File: src/rtl/serial_adder_pkg.sv
// Shared types and width helpers for the bit-serial adder.
package serial_adder_pkg;

  // Sequencer states: waiting for a start, or shifting bits through the cell.
  typedef enum logic {
    IDLE = 1'b0,
    RUN  = 1'b1
  } state_t;

  // Bit counter width. The extra bit keeps WIDTH-1 representable with
  // headroom at WIDTH=64.
  function automatic int cnt_width(input int w);
    return $clog2(w) + 1;
  endfunction

endpackage

File: src/rtl/serial_adder_if.sv
// Operand/result bundle between a requester (master) and the serial adder (slave).
// Handshake: the master raises start with a/b/cin stable. The adder accepts it
// on any rising edge where busy=0. done is a one-cycle pulse marking sum/cout
// as freshly updated. start seen while busy=1 is dropped, not queued.
interface serial_adder_if #(
  parameter int WIDTH = 8
);
  logic             start;
  logic [WIDTH-1:0] a;
  logic [WIDTH-1:0] b;
  logic             cin;
  logic             busy;
  logic             done;
  logic [WIDTH-1:0] sum;
  logic             cout;

  modport master (
    output start, a, b, cin,
    input  busy, done, sum, cout
  );

  modport slave (
    input  start, a, b, cin,
    output busy, done, sum, cout
  );
endinterface

File: src/rtl/serial_adder_full_adder_bit.sv
// One-bit full adder built from two half-adder cells and an OR for carry-out.

module half_adder (
  input  logic x,
  input  logic y,
  output logic s,
  output logic c
);
  assign s = x ^ y;
  assign c = x & y;
endmodule

module full_adder_bit (
  input  logic x,
  input  logic y,
  input  logic ci,
  output logic s,
  output logic co
);
  logic s0;
  logic c0;
  logic c1;

  half_adder u_ha0 (.x(x),  .y(y),  .s(s0), .c(c0));
  half_adder u_ha1 (.x(s0), .y(ci), .s(s),  .c(c1));

  // The two half-adder carries can never both be 1, so OR gives the majority.
  assign co = c0 | c1;
endmodule

File: src/rtl/serial_adder.sv
// Bit-serial WIDTH-bit adder: parallel load, LSB-first through a single
// full-adder cell, parallel result with a one-cycle done pulse.
module serial_adder
  import serial_adder_pkg::*;
#(
  parameter int WIDTH = 8
) (
  input  logic          clk,
  input  logic          rst_n,
  serial_adder_if.slave bus,
  output state_t        state_o
);

  localparam int CW = cnt_width(WIDTH);

  state_t           state_q;
  logic [WIDTH-1:0] a_sr_q;
  logic [WIDTH-1:0] b_sr_q;
  logic [WIDTH-1:0] sum_sr_q;
  logic [WIDTH-1:0] sum_q;
  logic [CW-1:0]    cnt_q;
  logic             carry_q;
  logic             cout_q;
  logic             busy_q;
  logic             done_q;

  logic             s_bit;
  logic             c_bit;
  logic [WIDTH-1:0] sum_sr_d;

  full_adder_bit u_fa (
    .x  (a_sr_q[0]),
    .y  (b_sr_q[0]),
    .ci (carry_q),
    .s  (s_bit),
    .co (c_bit)
  );

  // Next partial-sum value: shift right, new bit enters at the MSB.
  // Written as shift-then-overwrite so WIDTH=1 needs no special case.
  always_comb begin
    sum_sr_d            = sum_sr_q >> 1;
    sum_sr_d[WIDTH-1]   = s_bit;
  end

  // Sequencer, datapath shift registers and registered outputs.
  always_ff @(posedge clk or negedge rst_n) begin
    if (!rst_n) begin
      state_q  <= IDLE;
      a_sr_q   <= '0;
      b_sr_q   <= '0;
      sum_sr_q <= '0;
      sum_q    <= '0;
      cnt_q    <= '0;
      carry_q  <= 1'b0;
      cout_q   <= 1'b0;
      busy_q   <= 1'b0;
      done_q   <= 1'b0;
    end else begin
      done_q <= 1'b0;
      case (state_q)
        IDLE: begin
          if (bus.start) begin
            a_sr_q   <= bus.a;
            b_sr_q   <= bus.b;
            carry_q  <= bus.cin;
            cnt_q    <= '0;
            sum_sr_q <= '0;
            busy_q   <= 1'b1;
            state_q  <= RUN;
          end
        end
        RUN: begin
          a_sr_q   <= a_sr_q >> 1;
          b_sr_q   <= b_sr_q >> 1;
          sum_sr_q <= sum_sr_d;
          carry_q  <= c_bit;
          cnt_q    <= cnt_q + CW'(1);
          if (cnt_q == CW'(WIDTH - 1)) begin
            // Last bit: publish result; the counter is parked at 0 so it
            // never reaches WIDTH.
            sum_q   <= sum_sr_d;
            cout_q  <= c_bit;
            done_q  <= 1'b1;
            busy_q  <= 1'b0;
            cnt_q   <= '0;
            state_q <= IDLE;
          end
        end
        default: state_q <= IDLE;
      endcase
    end
  end

  assign bus.busy = busy_q;
  assign bus.done = done_q;
  assign bus.sum  = sum_q;
  assign bus.cout = cout_q;
  assign state_o  = state_q;

endmodule
File: src/flat_wrapper.sv
// flat-port wrapper written by rule: the top's interface ports become plain ports
module serial_adder_flat import serial_adder_pkg::*;
#(
  parameter int WIDTH = 8
)
  (clk, rst_n, state_o, bus_start, bus_a, bus_b, bus_cin, bus_busy, bus_done, bus_sum, bus_cout);
  serial_adder_if #(.WIDTH(WIDTH)) bus_i ();
  input  logic clk;
  input  logic rst_n;
  output state_t state_o;
  input wire logic [$bits(bus_i.start)-1:0] bus_start;
  input wire logic [$bits(bus_i.a)-1:0] bus_a;
  input wire logic [$bits(bus_i.b)-1:0] bus_b;
  input wire logic [$bits(bus_i.cin)-1:0] bus_cin;
  output wire logic [$bits(bus_i.busy)-1:0] bus_busy;
  output wire logic [$bits(bus_i.done)-1:0] bus_done;
  output wire logic [$bits(bus_i.sum)-1:0] bus_sum;
  output wire logic [$bits(bus_i.cout)-1:0] bus_cout;
  assign bus_i.start = bus_start;
  assign bus_i.a = bus_a;
  assign bus_i.b = bus_b;
  assign bus_i.cin = bus_cin;
  assign bus_busy = bus_i.busy;
  assign bus_done = bus_i.done;
  assign bus_sum = bus_i.sum;
  assign bus_cout = bus_i.cout;
  serial_adder #(.WIDTH(WIDTH)) u_core (.clk(clk), .rst_n(rst_n), .bus(bus_i), .state_o(state_o));
endmodule
File: config.mk
export PLATFORM = sky130hd
export DESIGN_NAME = serial_adder_flat
export DESIGN_NICKNAME = d
export VERILOG_FILES = /design/src/rtl/serial_adder_pkg.sv /design/src/rtl/serial_adder_if.sv /design/src/rtl/serial_adder_full_adder_bit.sv /design/src/rtl/serial_adder.sv /design/src/flat_wrapper.sv
export SDC_FILE = /design/constraint.sdc
export NUM_CORES = 1
export LEC_CHECK = 0
export CAP_MARGIN = 20
export CORE_AREA = 8 8 68 70
export DETAILED_ROUTE_END_ITERATION = 10
export DIE_AREA = 0 0 76 78
export PLACE_DENSITY = 0.88
export SYNTH_ARGS = -nofsm -noshare
export SYNTH_HDL_FRONTEND = slang
export SYNTH_HIERARCHICAL = 1
export SYNTH_SLANG_ARGS = --single-unit
File: constraint.sdc
create_clock -name clk -period 1.84 [get_ports clk]
set_input_delay 0.368 -clock clk [delete_from_list [all_inputs] [get_ports clk]]
set_output_delay 0.368 -clock clk [all_outputs]
set_load 0.01 [all_outputs]
==> results_tabular.tex <==
\begin{tabular}{lr}
\hline
Metric & Value \\
\hline
\multicolumn{2}{l}{\textbf{Outcome}} \\
\quad Status & finished, final reports clean \\
\multicolumn{2}{l}{\textbf{Clocking}} \\
\quad Clock tree root driver cell & clkbuf\_4 \\
\quad Post-CTS setup-driven buffer insertion count & 0 \\
\quad CTS tree & yes \\
\quad Number of clock sinks seen by CTS & 40 \\
\quad Clock transition at the registers of the reported paths & 110 ps \\
\quad Worst-skew pair later-pin latency & 340 ps \\
\quad Number of buffers between clock root and the deepest sink & 2 \\
\quad Number of H-tree branching levels & 2 \\
\quad Number of resized instances in the post-cts repair step & 0 \\
\quad Number of buffers inserted for hold repair after clock tree synthesis & 0 \\
\quad Clock buffer count from CTS & 5 \\
\multicolumn{2}{l}{\textbf{Setup path}} \\
\quad Setup CP Type & flip-flop to output pin \\
\quad Crit. End Element & output pin \\
\quad Crit path arrival time & about 1300 ps \\
\quad Cells traversed along the worst timing path & clkdlybuf4s50\_1 \\
\quad CP startpoint kind & flip-flop \\
\quad Worst Reg-to-Reg Cells & 5 \\
\quad Slowest cell delay on critical path & around 550 ps \\
\quad Worst r2r src & u\_core/cnt\_q[0]\$\_DFFE\_PN0P\_ \\
\quad Reg2reg end & u\_core/bus.sum[0]\$\_DFFE\_PN0P\_ \\
\quad Critical path peak fanout & 2 \\
\quad Kind of cell adding the most delay to the critical path & buffers and inverters \\
\quad Data required, critical path & 1470 ps \\
\quad Worst setup slack for register-to-register paths & 300 ps \\
\quad Slowest library cell on the worst path & clkdlybuf4s50\_1 \\
\quad Count of buffer and inverter cells on the critical path & 1 \\
\multicolumn{2}{l}{\textbf{Drt}} \\
\quad Highest routed layer & met4 \\
\quad 1st-iter DRT viols & 75 \\
\quad Residual DRC & 0 \\
\quad Met2 WL & 1.69 mm \\
\quad Total wirelength of the detailed-routed design & 3.33 mm \\
\quad Remaining number of nets flagged by the antenna check after routing & 0 \\
\quad Average routed wire per standard cell & 14.6 µm \\
\quad Number of iterations in the first detailed-routing pass & 4 \\
\quad Via total after detailed routing & 1,172 \\
\quad Routed via count divided by cell count & slightly above 5 \\
\quad M1 wire length & 1.37 mm \\
\quad Met3 layer wire length in the routed design & roughly 200 µm \\
\multicolumn{2}{l}{\textbf{Logic synthesis}} \\
\quad Top cells by area in the synthesized netlist & dfrtp\_1, mux2i\_1, mux2\_4, o21ai\_0, nand2\_1 \\
\quad Synth cell count leaders & dfrtp\_1, nand2\_1, o21ai\_0 \\
\quad Most frequently used cell type in the post-synthesis netlist & dfrtp\_1 \\
\quad Part of the Yosys area used for sequential elements & 0.571 \\
\quad Share of the synthesized area in the top cell type & 0.571 \\
\quad Mean instance size in the synthesized netlist & about 12 µm² \\
\quad Dominant cell type by area after synthesis & dfrtp\_1 \\
\quad Synth warn & 6 \\
\quad Post-synthesis cell count & 149 \\
\quad Post-synth cell types & 20 \\
\quad Cell area after synthesis & around 1800 µm² \\
\quad Number of enable flip-flop cells after synthesis & 0 \\
\quad Most instantiated flip-flop cell in the synthesis netlist & dfrtp\_1 \\
\quad Mapped Nets & approximately 170 \\
\quad Post-synthesis sequential element count & 40 \\
\quad Post-synth ARST share & 1.00 \\
\multicolumn{2}{l}{\textbf{Placed design}} \\
\quad Post-DP Area & around 2100 µm² \\
\quad Count of input and output buffers & 31 \\
\quad RePlAce Congestion & between 0.7 and 0.8 \\
\quad Post-placement setup slack & 260 ps \\
\quad HPWL Detailed & about 2.4 mm \\
\multicolumn{2}{l}{\textbf{Power}} \\
\quad Pleak & 0.00103 µW \\
\quad Power density of the placed cells & 1460 nW/µm² \\
\quad Worst ir drop on vdd & approximately 0.65 mV \\
\multicolumn{2}{l}{\textbf{Layout}} \\
\quad Fin nets & 203 \\
\quad Count of antenna diodes in the layout & 0 \\
\quad Area grow syn2layout & 23.4\% \\
\quad Fraction of layout cells with a size suffix above 1 & 0.128 \\
\quad Finished layout cell area & about 2200 µm² \\
\quad Fillers & around 290 \\
\multicolumn{2}{l}{\textbf{Timing}} \\
\quad Final number of setup-violating endpoints & 0 \\
\quad Worst setup slack after layout & around 210 ps \\
\quad Setup repair after global routing missed its margin & false \\
\quad Worst-margin pin slew & 847 ps \\
\quad Period minus WS final & 1630 ps \\
\quad Portion of the clock cycle consumed by the worst path in the final layout & 0.887 \\
\quad Max Clock Skew & about 6.3 ps \\
\quad Final max-slew violation count & 0 \\
\quad Final hold viol count & 0 \\
\quad Setup TNS & 0 ps \\
\quad Relative slew margins & 0.435 \\
\quad Fmax & a little over 600 MHz \\
\multicolumn{2}{l}{\textbf{Run}} \\
\quad Max\_cap viols & 0 \\
\multicolumn{2}{l}{\textbf{Floorplan}} \\
\quad Total die area & 5930 µm² \\
\quad Number of top-level design ports & 32 \\
\quad Row cnt & 22 \\
\quad Die height & 78 µm \\
\quad Starting density of the core & 0.494 \\
\quad Standard cell core area & 3550 µm² \\
\quad Width of the chip & roughly 76 µm \\
\multicolumn{2}{l}{\textbf{Global routing}} \\
\quad Leftover overflow at the end of global routing & 0 \\
\quad Pin count of the biggest net entering global routing & 44 \\
\quad Aggregate global-route resource usage & 0.119 \\
\quad Number of antenna violations at the first check in global routing & 0 \\
\quad Global-route wire length before repair & 5.74 mm \\
\quad Vias in the first global route & 1,262 \\
\multicolumn{2}{l}{\textbf{Worst hold path}} \\
\quad Path class of the lowest-slack min-delay path & input pin to asynchronous set/reset pin \\
\hline
\end{tabular}
==> sequential cells by signal, indices dropped and copies added, names as in the netlist <==
name	count
u_core/a_sr_q	8
u_core/bus.cout	1
u_core/bus.sum	8
u_core/carry_q	1
u_core/bus.done	1
u_core/sum_sr_q	7
u_core/bus.busy	1
u_core/cnt_q	4
u_core/state_o	1
u_core/b_sr_q	8
==> worst register-to-register path: cells and delay by family, from the launching register on <==
family	cells	cell delay, ps
flops	1	420
fa+ha+maj	1	260
simple gates	2	370
buf+inv	1	100
mux	1	290
==> final cells by class <==
cell class / count / area [µm²] / share of cell area
Sequential cell: 40 / 1000 / 0.463
Multi-Input combinational cell: 97 / 691 / 0.319
Timing Repair Buffer: 33 / 333 / 0.154
Clock buffer: 7 / 65.1 / 0.0301
Tap cell: 48 / 60.1 / 0.0278
Inverter: 3 / 13.8 / 0.00636
==> through the flow <==
stage | hold slack (ps) | power, µW | cells | util
2_1_floorplan | 72.4 | 2240 | 149 | -
3_3_place_gp | 462 | 2620 | 221 | 0.591
3_5_place_dp | 474 | 2700 | 221 | 0.591
4_1_cts | 139 | 3190 | 228 | 0.609
5_1_grt | 190 | 3370 | 228 | 0.609
6_report | 121 | 3150 | 228 | 0.609
==> placed cells by master, fill, tap and decap left out, drive strengths merged, types with 2 or more instances in the layout <==
master,Yosys,layout
nand3,2,2
nand2,29,29
clkbuf,4,7
o21ai,22,22
clkdlybuf4s50,0,30
nor2,6,6
mux2,9,9
ha,3,3
a22o,3,3
inv,3,3
dfrtp,40,40
mux2i,18,18
buf,5,3
==> metal layers <==
layer | vias up | GRT usage
li1 | 563 | -
met1 | 572 | 0.124
met2 | 29 | 0.207
met3 | 8 | 0.0403
met4 | 0 | 0.0647
met5 | - | 0
==> worst max path at each step <==
stage / start / endpoint / slack, ps / depth (start not counted)
final: u_core/bus.sum[0]$_DFFE_PN0P_ / bus_sum[0] / 210 / 1
after global routing: u_core/bus.sum[0]$_DFFE_PN0P_ / bus_sum[0] / 140 / 1
after CTS: u_core/bus.sum[0]$_DFFE_PN0P_ / bus_sum[0] / 170 / 1
after detailed placement: bus_start / u_core/a_sr_q[3]$_DFFE_PN0P_ / 260 / 4
after global placement: u_core/b_sr_q[0]$_DFFE_PN0P_ / u_core/bus.cout$_DFFE_PN0P_ / 340 / 4
after floorplan: u_core/b_sr_q[0]$_DFFE_PN0P_ / u_core/bus.cout$_DFFE_PN0P_ / 430 / 4
==> report_power, final <==
part	switching (µW)	internal (µW)
sequential	225	1220
clock	260	217
combinational	581	653
total	1070	2090
==> cells by family after synthesis <==
kind of cell    Yosys count  share of synthesized area
fa+ha+maj                 3                     0.0214
buf+inv                  12                     0.0350
xor+xnor                  1                    0.00500
simple gates             39                      0.101
mux                      27                      0.180
flops                    40                      0.571
compound gates           27                     0.0871
Power figures use the tool's default switching activity.
